`src/rtl/shift_sequencer_if.sv`:
```
// rtl/shift_sequencer_if.sv - start/done handshake bundle between the control unit and shift_sequencer
interface shift_sequencer_if;
  logic        start;
  logic [2:0]  op;
  logic [31:0] A;
  logic [31:0] B;
  logic        busy;
  logic        done;
  logic [31:0] result;
  logic        err;

  modport master (
    output start, op, A, B,
    input  busy, done, result, err
  );

  modport slave (
    input  start, op, A, B,
    output busy, done, result, err
  );
endinterface

```
`src/rtl/shift_sequencer.sv`:
```
// rtl/shift_sequencer.sv - multi-cycle shift/rotate engine moving at most STEP bits per clock
// Optional rotate datapath (ROL/ROR) enabled by defining SHIFT_SEQ_ROTATE_EN.
module shift_sequencer #(
  parameter int STEP = 1
) (
  input logic              clk,
  input logic              reset_n,
  shift_sequencer_if.slave bus
);

  typedef enum logic [1:0] {
    S_IDLE  = 2'd0,
    S_SHIFT = 2'd1,
    S_DONE  = 2'd2
  } state_t;

  localparam logic [2:0] OP_SHL  = 3'd0;
  localparam logic [2:0] OP_SHR  = 3'd1;
  localparam logic [2:0] OP_SHRA = 3'd2;
  localparam logic [2:0] OP_ROL  = 3'd3;
  localparam logic [2:0] OP_ROR  = 3'd4;
  localparam logic [5:0] STEP_W  = 6'(STEP);

  state_t      state;
  state_t      state_nxt;
  logic [31:0] data;
  logic [5:0]  count;
  logic [2:0]  op_q;
  logic [31:0] result_q;
  logic        err_q;

  logic        accept;
  logic        is_rot;
  logic        op_legal;
  logic        load_done;
  logic [5:0]  k_load;
  logic [5:0]  s;
  logic [5:0]  count_nxt;
  logic [31:0] data_shift;

  // Decode of the request: legality and the clamped/wrapped shift amount.
  always_comb begin
    accept = bus.start && ((state == S_IDLE) || (state == S_DONE));
    is_rot = (bus.op == OP_ROL) || (bus.op == OP_ROR);
`ifdef SHIFT_SEQ_ROTATE_EN
    op_legal = (bus.op <= OP_ROR);
`else
    op_legal = (bus.op <= OP_SHRA);
`endif
    if (is_rot) begin
      k_load = {1'b0, bus.B[4:0]};
    end else if (|bus.B[31:5]) begin
      k_load = 6'd32;
    end else begin
      k_load = {1'b0, bus.B[4:0]};
    end
    load_done = !op_legal || (k_load == 6'd0);
  end

  // One iteration of the shifter: s = min(STEP, count).
  always_comb begin
    s         = (count < STEP_W) ? count : STEP_W;
    count_nxt = count - s;
    case (op_q)
      OP_SHL:  data_shift = data << s;
      OP_SHR:  data_shift = data >> s;
      OP_SHRA: data_shift = 32'($signed(data) >>> s);
`ifdef SHIFT_SEQ_ROTATE_EN
      OP_ROL:  data_shift = (data << s) | (data >> (6'd32 - s));
      OP_ROR:  data_shift = (data >> s) | (data << (6'd32 - s));
`endif
      default: data_shift = data;
    endcase
  end

  always_ff @(posedge clk or negedge reset_n) begin
    if (!reset_n) begin
      state <= S_IDLE;
    end else begin
      state <= state_nxt;
    end
  end

  always_comb begin
    state_nxt = state;
    bus.busy  = 1'b0;
    bus.done  = 1'b0;
    case (state)
      S_IDLE: begin
        if (accept) begin
          state_nxt = load_done ? S_DONE : S_SHIFT;
        end
      end
      S_SHIFT: begin
        bus.busy = 1'b1;
        if (count_nxt == 6'd0) begin
          state_nxt = S_DONE;
        end
      end
      S_DONE: begin
        bus.done = 1'b1;
        if (accept) begin
          state_nxt = load_done ? S_DONE : S_SHIFT;
        end else begin
          state_nxt = S_IDLE;
        end
      end
      default: state_nxt = S_IDLE;
    endcase
  end

  // Operand, counter and result registers; result only moves on the edge into DONE.
  always_ff @(posedge clk or negedge reset_n) begin
    if (!reset_n) begin
      data     <= 32'd0;
      count    <= 6'd0;
      op_q     <= 3'd0;
      result_q <= 32'd0;
      err_q    <= 1'b0;
    end else if (accept) begin
      data  <= bus.A;
      op_q  <= bus.op;
      count <= k_load;
      err_q <= !op_legal;
      if (load_done) begin
        result_q <= bus.A;
      end
    end else if (state == S_SHIFT) begin
      data  <= data_shift;
      count <= count_nxt;
      if (count_nxt == 6'd0) begin
        result_q <= data_shift;
      end
    end
  end

  assign bus.result = result_q;
  assign bus.err    = err_q;

endmodule

```
`src/flat_wrapper.sv`:
```
// flat-port wrapper written by rule: the top's interface ports become plain ports
module shift_sequencer_flat 
#(
  parameter int STEP = 1
)
  (clk, reset_n, bus_start, bus_op, bus_A, bus_B, bus_busy, bus_done, bus_result, bus_err);
  shift_sequencer_if bus_i ();
  input logic clk;
  input logic reset_n;
  input wire logic [$bits(bus_i.start)-1:0] bus_start;
  input wire logic [$bits(bus_i.op)-1:0] bus_op;
  input wire logic [$bits(bus_i.A)-1:0] bus_A;
  input wire logic [$bits(bus_i.B)-1:0] bus_B;
  output wire logic [$bits(bus_i.busy)-1:0] bus_busy;
  output wire logic [$bits(bus_i.done)-1:0] bus_done;
  output wire logic [$bits(bus_i.result)-1:0] bus_result;
  output wire logic [$bits(bus_i.err)-1:0] bus_err;
  assign bus_i.start = bus_start;
  assign bus_i.op = bus_op;
  assign bus_i.A = bus_A;
  assign bus_i.B = bus_B;
  assign bus_busy = bus_i.busy;
  assign bus_done = bus_i.done;
  assign bus_result = bus_i.result;
  assign bus_err = bus_i.err;
  shift_sequencer #(.STEP(STEP)) u_core (.clk(clk), .reset_n(reset_n), .bus(bus_i));
endmodule
```
`config.mk`:
```
export PLATFORM = sky130hd
export DESIGN_NAME = shift_sequencer_flat
export DESIGN_NICKNAME = d
export VERILOG_FILES = /design/src/rtl/shift_sequencer_if.sv /design/src/rtl/shift_sequencer.sv /design/src/flat_wrapper.sv
export SDC_FILE = /design/constraint.sdc
export NUM_CORES = 1
export LEC_CHECK = 0
export BUFFER_PORTS_ARGS = -buffer_cell sky130_fd_sc_hd__buf_2
export CORE_ASPECT_RATIO = 0.75
export CORE_MARGIN = 2
export CORE_UTILIZATION = 55
export CTS_CLUSTER_SIZE = 8
export DETAILED_ROUTE_END_ITERATION = 12
export PLACE_DENSITY = 0.91
export RECOVER_POWER = 50
export SETUP_SLACK_MARGIN = 0.05
export SYNTH_ARGS = -nofsm -noshare
export SYNTH_HDL_FRONTEND = slang
export SYNTH_SLANG_ARGS = --single-unit
export TNS_END_PERCENT = 100
```
`constraint.sdc`:
```
create_clock -name clk -period 3.9 [get_ports clk]
set_clock_uncertainty 0.2 [all_clocks]
set_input_delay 0.195 -clock clk [delete_from_list [all_inputs] [get_ports clk]]
set_output_delay 0.195 -clock clk [all_outputs]
set_load 0.05 [all_outputs]
```
Word level (Yosys, flattened, before mapping):

Index checks and enable logic that the tools add are counted.

* output and inout bits: 35
* register bits: 76
* bits of input ports: 70
* logic and storage cells: 54

* multiplexer cells: 19
* reductions and logical operators: 14
* equal/unequal tests: 9
* $lt $le $gt $ge: 2
* $add $sub $neg: 1
* shift-type cells: 3

Operators by type and width (count)
* 32-bit two-way mux: 6
* 32-bit one-hot mux with 3 select lines: 1
* 32-bit by 6-bit left shift with 32-bit output: 1
* 32-bit by 6-bit right shift with 32-bit output: 1
* 32-bit by 6-bit >>> shifter with 32-bit output: 1
* 6-bit two-way mux: 5
* 27-bit OR reduction: 1
* 6-bit logical NOT: 2
* 2-bit two-way mux: 4
* 3-bit by 2-bit equality test with 1-bit output (second input constant): 2
* 6-bit by 1-bit < comparator with 1-bit output (second input constant): 1
* 2-bit one-hot mux with 3 select lines: 1
* 6-bit subtractor: 1
* 2-bit by 1-bit inequality test with 1-bit output (second input constant): 2
* 2-bit nonzero test: 2
* 3-bit by 1-bit equality test with 1-bit output (second input constant): 1
* 3-bit equality test (second input constant): 1
* 3-bit by 2-bit less-or-equal comparator with 1-bit output (second input constant): 1
* 3-bit logical NOT: 1
* 1-bit logical OR: 3
* 3-bit AND reduction: 1
* 2-bit by 1-bit equality test with 1-bit output (second input constant): 1
* 2-bit equality test (second input constant): 1
* 2-bit logical NOT: 1
* other kinds (5): 6

Logic depth before layout (Yosys ltp):

Gate-level depths: netlist of the first run.

* depth in word-level cells: 8
* depth in mapped cells: 10
* mapped depth without buffers: 8

Worst setup path after synthesis of the first run:

No wires, ideal clock.

* path kind: reg2reg
* from: register u_core.count[3]
* to: register u_core.result_q[10] (netlist: u_core.bus.result[10])
* cell stages (with the launch flop): 11
* data arrival time: 2.574 ns
* setup slack: 1.001 ns
* data required time: 3.575 ns
* setup time: 0.125 ns
* period minus slack after synthesis: 2.899 ns
* path buffers: 2
* cells stage by stage: dfrtp_1 -> buf_6 -> or4_4 -> o21bai_1 -> ha_1 -> nor4b_1 -> a221oi_1 -> nor4_2 -> o22ai_2 -> buf_6 -> mux2_4

* word-level cells in the longest chain between the ends: 7
* elaborated cells between the ends (all ways): 13
* classes of those cells: add/sub (1); order compare (1); shift (3); mux (5); reduce/logical (3)

RTL lines
* start, declared: line shift_sequencer.sv:27 `logic [5:0] count;`
* start signal, assigned: line shift_sequencer.sv:123 `count <= k_load;`
* start signal, assigned: line shift_sequencer.sv:130 `count <= count_nxt;`
* 6-bit by 1-bit < comparator with 1-bit output: line shift_sequencer.sv:62 `s = (count < STEP_W) ? count : STEP_W;`
* 6-bit two-way mux: line shift_sequencer.sv:62
* 32-bit by 6-bit >>> shifter with 32-bit output, or another cell as far along: line shift_sequencer.sv:67 `OP_SHRA: data_shift = 32'($signed(data) >>> s);`
* 32-bit one-hot mux with 3 select lines: line shift_sequencer.sv:64 `case (op_q)`
* 32-bit two-way mux: line shift_sequencer.sv:131 `if (count_nxt == 6'd0) begin`
* 32-bit two-way mux: line shift_sequencer.sv:128 `end else if (state == S_SHIFT) begin`
* 32-bit two-way mux: line shift_sequencer.sv:120 `end else if (accept) begin`
* end signal, assigned: line shift_sequencer.sv:126 `result_q <= bus.A;`
* end signal, assigned: line shift_sequencer.sv:132 `result_q <= data_shift;`
* end, declared: line shift_sequencer.sv:29 `logic [31:0] result_q;`

Parallel ways exist; a longest one is shown, timed or not. The select of a mux whose other input is x is not followed.
A chain may end at the register's enable or synchronous reset.

Worst setup path in the final report of the first run:

* from: register u_core.count[3]
* to: register u_core.result_q[30] (netlist: u_core.bus.result[30])

The elaborated chain is that of the path after synthesis.

==> results.cfg, run 1 <==
[status]
status = finished, violations left
violations = capacitance limit, slew limit

[setup_path]
critical_path.max_fanout = 17
slowest_stage = or4_4
start_kind = register
r2r-end = u_core.bus.result[30]
max_stage_delay_ns = 0.56
worstSetupPathType = register to register
cp-end-kind = register
rr_startpoint = u_core.count[3]
crit_required_ns = 3.94
r2r_cells = 9
regToRegSetupSlack_ns = 0.59
cp_cell_sequence = or4_4, o21bai_1, ha_1, nor4b_1, a221oi_1, nor4_2, o22ai_4, buf_4, mux2_2
cp.arrival_ns = 3.35

[hold_path]
min_path_cells = 3
hold_start = bus_A[1]
hold_path_class = input port to register
min_to = u_core.bus.result[1]

[timing]
min_period_ns = 3.311
hold_violations = 0
finalCritPeriodShare_pct = 84.89
worst_slew_pin_slew_ns = 1.885
maxSlewHeadroom_pct = -25.66
rsz0062_at_grt = false
whs_ns = 0.001978
setup_ws_ns = 0.5894
fmax_mhz = 302.1
slew_viol_final = 77
setup_viol = 0
finalSetupTns_ns = 0

[cts]
post_cts_resize_count = 0
cts_buffers = 9
root_buffer = clkbuf_8
clock-sinks = 76
worstSkewPairLatency_ns = 0.35
cts_tree = built
cts.htree.levels = 3
clkSlewWorstSetupHoldPaths_ns = 0.08
clockBufferDepth = 2

[layout]
post-route-util_pct = 67.65
drive_above_1_share_pct = 28.50
area_delta_synth_final_pct = 18.56
diodes = 0
postLayoutCellArea_um2 = 5380
fillers = 593
fin_cells = 670
fin_nets = 632

[synth]
synth_area_leaders = dfrtp_1, o21ai_0, mux2_2
ys_seq_area_share_pct = 41.91
yosysTopAreaCellShare_pct = 41.91
synth-async-reset-ratio_pct = 100.0
synth_area_um2 = 4538
synth_seq_cells = 76
yosys_warnings = 0
synth.most_common_cell = o21ai_0
syn_avg_cell_area_um2 = 9.802
synthTopCellsByCount = o21ai_0, dfrtp_1, nand2_1, mux2_2, mux2i_1
synth_cells = 463
ys.flop_type = dfrtp_1
synth_edf_count = 0
synth_nets = 534
synth_cell_types = 47
synth_largest_area_cell = dfrtp_1

[grt]
grt_pass1_wl_um = 19330
antenna_found_initial = 0
overflow = 0
use_met3_pct = 6.672
met2_usage_pct = 46.27
grt_util_met1_pct = 36.60
busiest_layer = met2
grtUsageTotal_pct = 27.77
grt_max_degree = 77
first_global_vias = 3988

[placement]
dp_cells = 643
dp_hpwl_um = 7753
place_ws_ns = 0.06622
gp_congestion = 0.8211
port_buffers = 104
placed_area_um2 = 5094

[pwr]
vdd_drop_max_v = 0.0006434
pwr-share-clk_pct = 11.9
switching_power_mw = 2.772
p_leak_nw = 2.441
p_sw_share_pct = 48.81
seqPwrFrac_pct = 28.7
finalPower_mw = 5.678
p_int_mw = 2.907
combPwrFrac_pct = 59.4
powerDensity_nw_per_um2 = 1055

[detailed_routing]
vias_per_cell = 6.116
via_count = 4098
drtPass1Iterations = 5
ant_nets = 0
drt_iter0_drc = 412
drc = 0
wl_um = 12000
wl_per_cell_um = 17.92

[job]
max-cap-violations = 1

[die]
die-height_um = 82.67
rows = 28
ios = 105
initial_utilization_pct = 57.06
core_area_um2 = 7953
dieArea_um2 = 9001
dieWidth_um = 108.9
state kept, by name, indices dropped and copies added (netlist names):
register	cells
u_core.bus.err	1
u_core.bus.result	32
u_core.op_q	3
u_core.count	6
u_core.data	32
u_core.state	2
worst max-delay path: cells and delay by family (launching register included):
| kind | cells | cell delay [ns] |
|---|---|---|
| mux | 1 | 0.38 |
| fa+ha+maj | 1 | 0.23 |
| flops | 1 | 0.46 |
| buf+inv | 1 | 0.35 |
| compound gates | 3 | 0.82 |
| simple gates | 3 | 0.76 |
cells in the final DEF (no fill, tap or decap), types with 2 or more instances in the layout:
cell and count:
a211oi_1 2, a21oi_1 5, a221o_1 3, a22oi_1 2, a31oi_1 3, and2_1 2, buf_2 70, buf_4 10
bufinv_16 2, clkbuf_1 34, clkbuf_8 10, dfrtp_1 75, dlygate4sd3_1 10, inv_1 14, mux2_2 33, mux2_4 24
mux2i_1 33, nand2_1 47, nand2b_1 3, nand3_1 3, nor2_1 18, nor2b_1 3, nor2b_4 2, nor3_1 5
nor4_1 8, o21a_1 2, o21ai_0 85, o221ai_1 2, o22a_1 3, o22ai_1 28, o31ai_1 2
logic make-up after synthesis:
family	Yosys count	synth area share, %
muxes	90	23.41
adders and majority gates	1	0.2757
DFF	76	41.91
AOI/OAI and AO/OA	145	18.78
buffers and inverters	51	5.101
and+or+nand+nor	100	10.53
power groups by stage:
stage	registers [mW]	logic [mW]	clock network (mW)
detailed placement	1.61	3.33	0
global placement	1.59	3.18	0
global route	1.69	3.61	0.712
finish	1.63	3.37	0.673
CTS	1.61	3.37	0.673
floorplan	2.08	2.12	0
area by class of cell:
type	count	area (um^2)	share of cell area [%]
multi-input combinational	336	2424	45.05
clock inverter	4	73.82	1.372
timing repair buffer	124	654.4	12.16
tap	105	131.4	2.442
inverter	14	52.55	0.9767
sequential	76	1903	35.37
clock buffer	11	141.4	2.628
timing repair:
| action | CTS | global route |
|---|---|---|
| endpoints found under the hold margin | 87 | 0 |
| buffers inserted | 0 | 2 |
| hold buffers | 10 | 0 |
| endpoints found under the setup margin | 0 | 16 |
worst max path at each step:
| stage | start | to | slack, ns | depth (start not counted) |
|---|---|---|---|---|
| 2_1_floorplan | u_core.count[3] | u_core.bus.result[10] | 1.00 | 10 |
| 3_3_place_gp | u_core.count[3] | u_core.bus.result[30] | 0.31 | 9 |
| 5_1_grt | u_core.count[3] | u_core.bus.result[2] | 0.44 | 9 |
| 6_report | u_core.count[3] | u_core.bus.result[30] | 0.59 | 9 |
| 3_5_place_dp | u_core.count[3] | u_core.bus.result[30] | 0.07 | 9 |
| 4_1_cts | u_core.count[3] | u_core.bus.result[2] | 0.05 | 9 |
routing by layer:
layer  vias to the layer above  wire [um]  share of wire (%)
met4                         0        196                1.6
li1                       1888          -                  -
met3                        25        842                7.0
met5                         -          0                  0
met1                      1982       5243                 44
met2                       203       5721                 48
(Power assumes the default switching activity.)
==> run 2: changes to the inputs <==
- ABC_AREA: default -> 1
- clock period: 3.9 -> 3.5 ns (I/O delays scaled with it)
==> results.cfg, run 2 <==
[status]
status = finished, violations left
violations = capacitance limit, slew limit

[setup_path]
slowest_stage = dfrtp_1
cp_cell_sequence = nor2_4, nand3_2, nand2_2, ha_1, nor2_2, nand2_2, nand2_1, nor2_2, nand2_2, nor2_4, nand3_2, nand2_4, nand2_4, nand2_1, nand2_1
critical_path.max_fanout = 33
cp.arrival_ns = 2.89
start_kind = register
max_stage_delay_ns = 0.44
cp-end-kind = register
worstSetupPathType = register to register
crit_required_ns = 3.54

[die]
dieWidth_um = 110.1
die-height_um = 83.55
dieArea_um2 = 9196
ios = 105
initial_utilization_pct = 57.84
core_area_um2 = 8023
rows = 28

[placement]
dp_hpwl_um = 7925
port_buffers = 104
gp_congestion = 0.9254

[synth]
ys.flop_type = dfrtp_1
synth-async-reset-ratio_pct = 100.0
synth_cells = 702
synth_edf_count = 0
synth_seq_cells = 76
synth_cell_types = 28
synth_area_leaders = dfrtp_1, nand2_1, nand3_1
synthTopCellsByCount = nand2_1, dfrtp_1, nand3_1, inv_1, o21ai_0
synth_area_um2 = 4641
yosys_warnings = 0
synth.most_common_cell = nand2_1
ys_seq_area_share_pct = 40.98
synth_largest_area_cell = dfrtp_1
synth_nets = 773
yosysTopAreaCellShare_pct = 40.98
syn_avg_cell_area_um2 = 6.611

[cts]
clock-sinks = 76
clkSlewWorstSetupHoldPaths_ns = 0.08
worstSkewPairLatency_ns = 0.36
cts_buffers = 9
post_cts.repair.setup_buffers = 0
root_buffer = clkbuf_8
clockBufferDepth = 2
cts_tree = built
cts.htree.levels = 3

[timing]
min_period_ns = 2.850
slew_viol_final = 77
maxSlewHeadroom_pct = -23.67
fmax_mhz = 350.9
finalCritPeriodShare_pct = 81.43
whs_ns = 0.02019
rsz0062_at_grt = false
finalSetupTns_ns = 0
hold_violations = 0
setup_viol = 0
worst_slew_pin_slew_ns = 1.855

[hold_path]
hold_path_class = input port to register

[detailed_routing]
top_layer_used = met4
drt_iter0_drc = 409
drc = 0
drtPass1Iterations = 6
ant_nets = 0
dr_wl_met2_um = 5556
vias_per_cell = 5.319
wl_um = 12220
via_count = 4915
wl_met3_um = 1292
wl_per_cell_um = 13.23
met1_length_um = 5244

[job]
max-cap-violations = 1

[grt]
grtUsageTotal_pct = 27.19
grt_max_degree = 77
first_global_vias = 4570
antenna_found_initial = 0
grt_pass1_wl_um = 20130
overflow = 0

[layout]
final_cell_mix = nand2_1, dfrtp_1, buf_2
area_delta_synth_final_pct = 21.03
diodes = 0
fin_nets = 886
final_common_cell = nand2_1
fillers = 656
drive_above_1_share_pct = 13.80

[pwr]
vdd_drop_max_v = 0.0006003
p_leak_nw = 3.075
powerDensity_nw_per_um2 = 1022
run 2: changes by cell type after synthesis, moves of 27 or more:
cell | previous run | this run
mux2_2 | 33 | 0
o22ai_1 | 28 | 1
o21ai_0 | 85 | 38
nand3_1 | 3 | 69
mux2i_1 | 33 | 0
inv_1 | 14 | 67
nand2_1 | 47 | 311
a21oi_1 | 5 | 37
run 2: where the power goes:
part / leakage [nW] / internal, mW / switching (mW) / total (mW)
clock network: 0.105 / 0.398 / 0.336 / 0.734
registers: 0.951 / 1.29 / 0.229 / 1.52
logic: 2.02 / 0.949 / 2.54 / 3.49
run 2: stage by stage:
step / instances / utilization (%) / total power [mW] / cell area [um^2] / setup slack (ns)
after global routing: 924 / 70.01 / 6.221 / 5617 / 0.4325
after floorplan: 702 / - / 4.273 / 4641 / 1.278
after detailed placement: 879 / 64.15 / 4.952 / 5146 / 0.7228
after CTS: 924 / 70.56 / 5.741 / 5660 / 0.7141
final: 924 / 70.01 / 5.741 / 5617 / 0.6501
after global placement: 879 / 64.15 / 4.834 / 5146 / 0.8787
run 2: layer usage:
metal / global-route usage (%) / vias up
met5: 0 / -
met4: 7.135 / 0
met3: 7.728 / 16
met2: 42.78 / 285
met1: 36.64 / 2175
li1: - / 2439
run 2: cells by family (layout without fill, tap and decap cells):
kind of cell,Yosys count,count (layout),synth area share (%)
AO/OA/AOI/OAI,87,87,9.733
adder cells (fa/ha/maj),1,1,0.2696
buffers and inverters,108,225,10.16
flip-flops,76,76,40.98
AND/OR/NAND/NOR,430,430,38.85
run 2: critical path: cells and delay by family, from the launching register on:
family,cells,cell delay (ns)
simple gates,14,1.88
fa+ha+maj,1,0.19
flops,1,0.44
run 2: area by class of cell:
type / instances / area [um^2] / share of cell area (%)
clock buffers: 9 / 123.9 / 2.205
clock inverters: 6 / 90.09 / 1.604
inverters: 71 / 266.5 / 4.745
multi-input cells: 518 / 2273 / 40.48
flip-flops and latches: 76 / 1902 / 33.86
well taps: 105 / 131.4 / 2.339
repair buffers: 139 / 829.5 / 14.77
run 2: path summary, 6_finish.rpt:
| check | from | endpoint | slack (ns) | depth (start not counted) |
|---|---|---|---|---|
| worst max-delay path | u_core.count[3] | u_core.bus.result[5] | 0.65 | 15 |
| worst min-delay path | bus_A[6] | u_core.data[6] | 0.02 | 5 |
| worst max register to register | u_core.count[3] | u_core.bus.result[5] | 0.65 | 15 |
| worst min register to register | u_core.bus.result[28] | u_core.bus.result[28] | 0.28 | 2 |
| max in group asynchronous | reset_n | u_core.data[20] | 1.34 | 2 |
| min in group asynchronous | reset_n | u_core.bus.result[7] | 0.66 | 2 |
run 2: what timing repair did:
action | in CTS | in global routing
setup endpoints to repair | 0 | 0
hold endpoints to repair | 120 | 0
hold buffers | 30 | 0
gates resized for setup | 0 | 0
==> run 3: changes to the inputs <==
- ABC_AREA: 1 -> 0
- clock period: 3.5 -> 2.8 ns (I/O delays scaled with it)
==> results.cfg, run 3 (synthesized netlist as in run 1, its figures left out) <==
[grt]
first_global_vias = 4158
overflow = 0
grtUsageTotal_pct = 28.66
antenna_found_initial = 0
grt_pass1_wl_um = 19830
grt_max_degree = 77

[detailed_routing]
drtPass1Iterations = 5
via_count = 4329
wl_um = 12720
ant_nets = 0
wl_per_cell_um = 17.72
drt_iter0_drc = 407
vias_per_cell = 6.029
drc = 0

[timing]
hold_violations = 0
slew_viol_final = 0
maxSlewHeadroom_pct = 15.11
min_period_ns = 2.920
finalCritPeriodShare_pct = 104.3
finalSetupTns_ns = -2.904
fmax_mhz = 342.5
rsz0062_at_grt = true
setup_viol = 31
setup_ws_ns = -0.1196
worst_slew_pin_slew_ns = 1.266

[cts]
cts.htree.levels = 3
cts_tree = built
clkSlewWorstSetupHoldPaths_ns = 0.08
cts_buffers = 9
worstSkewPairLatency_ns = 0.37
clock-sinks = 76
root_buffer = clkbuf_8
clockBufferDepth = 2

[pwr]
finalPower_mw = 8.205
p_leak_nw = 2.695
vdd_drop_max_v = 0.0008569
powerDensity_nw_per_um2 = 1396

[die]
initial_utilization_pct = 57.06
core_area_um2 = 7953
ios = 105
dieWidth_um = 108.9
dieArea_um2 = 9001
rows = 28
die-height_um = 82.67

[setup_path]
cp-end-kind = register
critical_path.max_fanout = 6
worstSetupPathType = register to register
crit_required_ns = 2.85
rr_startpoint = u_core.count[4]
start_kind = register
cp.arrival_ns = 2.97
crit_start = u_core.count[4]

[layout]
multiInputGateArea_um2 = 2467
diodes = 0
final_cell_mix = o21ai_0, buf_2, dfrtp_1
fin_nets = 679
fillers = 518
area_delta_synth_final_pct = 29.53
seqCellArea_um2 = 1903
final_common_cell = o21ai_0
drive_above_1_share_pct = 32.14

[placement]
gp_congestion = 0.8506
dp_hpwl_um = 7560
port_buffers = 104

[job]
max-cap-violations = 0

[status]
violations = setup timing
status = finished, violations left

[hold_path]
hold_start = bus_A[20]
hold_path_class = input port to register
[run 3: cell types whose count changed in the layout (fill, tap and decap cells not counted), moves of 7 or more]
cell | before | now
o21ai_0 | 38 | 85
buf_4 | 4 | 30
nand3_1 | 69 | 3
mux2_2 | 0 | 33
mux2_4 | 0 | 24
buf_2 | 70 | 79
a21oi_1 | 36 | 5
clkbuf_1 | 33 | 26
nor4_1 | 1 | 8
inv_1 | 67 | 14
nand2_1 | 310 | 47
mux2i_1 | 0 | 33
nor2_1 | 26 | 18
o22ai_1 | 1 | 28
[run 3: final cells by class]
class	count	area share, %
timing repair buffer	171	19.46
clock inverter	3	0.3619
inverter	14	0.8940
tap	105	2.235
sequential	76	32.38
clock buffer	13	2.703
multi-input combinational	336	41.98
[run 3: routing by layer]
layer,vias up,track usage [%],wire length (um)
met4,0,14.10,407
li1,1989,-,-
met5,-,0,0
met1,2067,37.10,5322
met3,45,5.887,1009
met2,228,46.34,5984
[run 3: timing repair]
| item | in CTS | in global routing |
|---|---|---|
| setup buffers | 3 | 6 |
| hold buffers | 34 | 0 |
| resized for setup | 6 | 0 |
| cloned | 1 | 1 |
| endpoints found under the hold margin | 131 | 0 |
| endpoints found under the setup margin | 32 | 61 |
[run 3: critical path: stages (launching register included)]
cell and delay (ns):
dfrtp_1 0.38, or4_4 0.56, o21bai_4 0.16, ha_4 0.22, or3_4 0.35, nor4_4 0.19
o22ai_4 0.12, buf_4 0.17, clkbuf_16 0.16, mux2_4 0.29
[run 3: worst paths after layout]
| kind | depth (start not counted) | slack [ns] | endpoint |
|---|---|---|---|
| setup / recovery | 9 | -0.12 | u_core.bus.result[23] |
| hold / removal | 4 | 0.02 | u_core.bus.result[20] |
| setup reg to reg | 9 | -0.12 | u_core.bus.result[23] |
| hold reg to reg | 1 | 0.31 | u_core.bus.result[28] |
| max in group asynchronous | 2 | 1.46 | u_core.op_q[0] |
| min in group asynchronous | 2 | 0.26 | u_core.count[1] |
[run 3: stage by stage]
step	hold slack [ns]	instance area (um^2)	utilization (%)	std cells	worst slack, ns
2_1_floorplan	-0.3556	4538	-	463	-0.07549
3_3_place_gp	0.1337	5224	65.69	657	-0.09295
3_5_place_dp	0.1458	5224	65.69	657	-0.1391
4_1_cts	0.004337	5838	73.41	711	-0.03888
5_1_grt	0.02979	5878	73.91	718	-0.1871
6_report	0.02296	5878	73.91	718	-0.1196
[run 3: power breakdown]
group	internal [mW]	total, mW	switching [mW]
combinational	2.20	5.23	3.03
clock	0.371	0.793	0.422
sequential	1.67	2.18	0.509
total	4.24	8.20	3.96
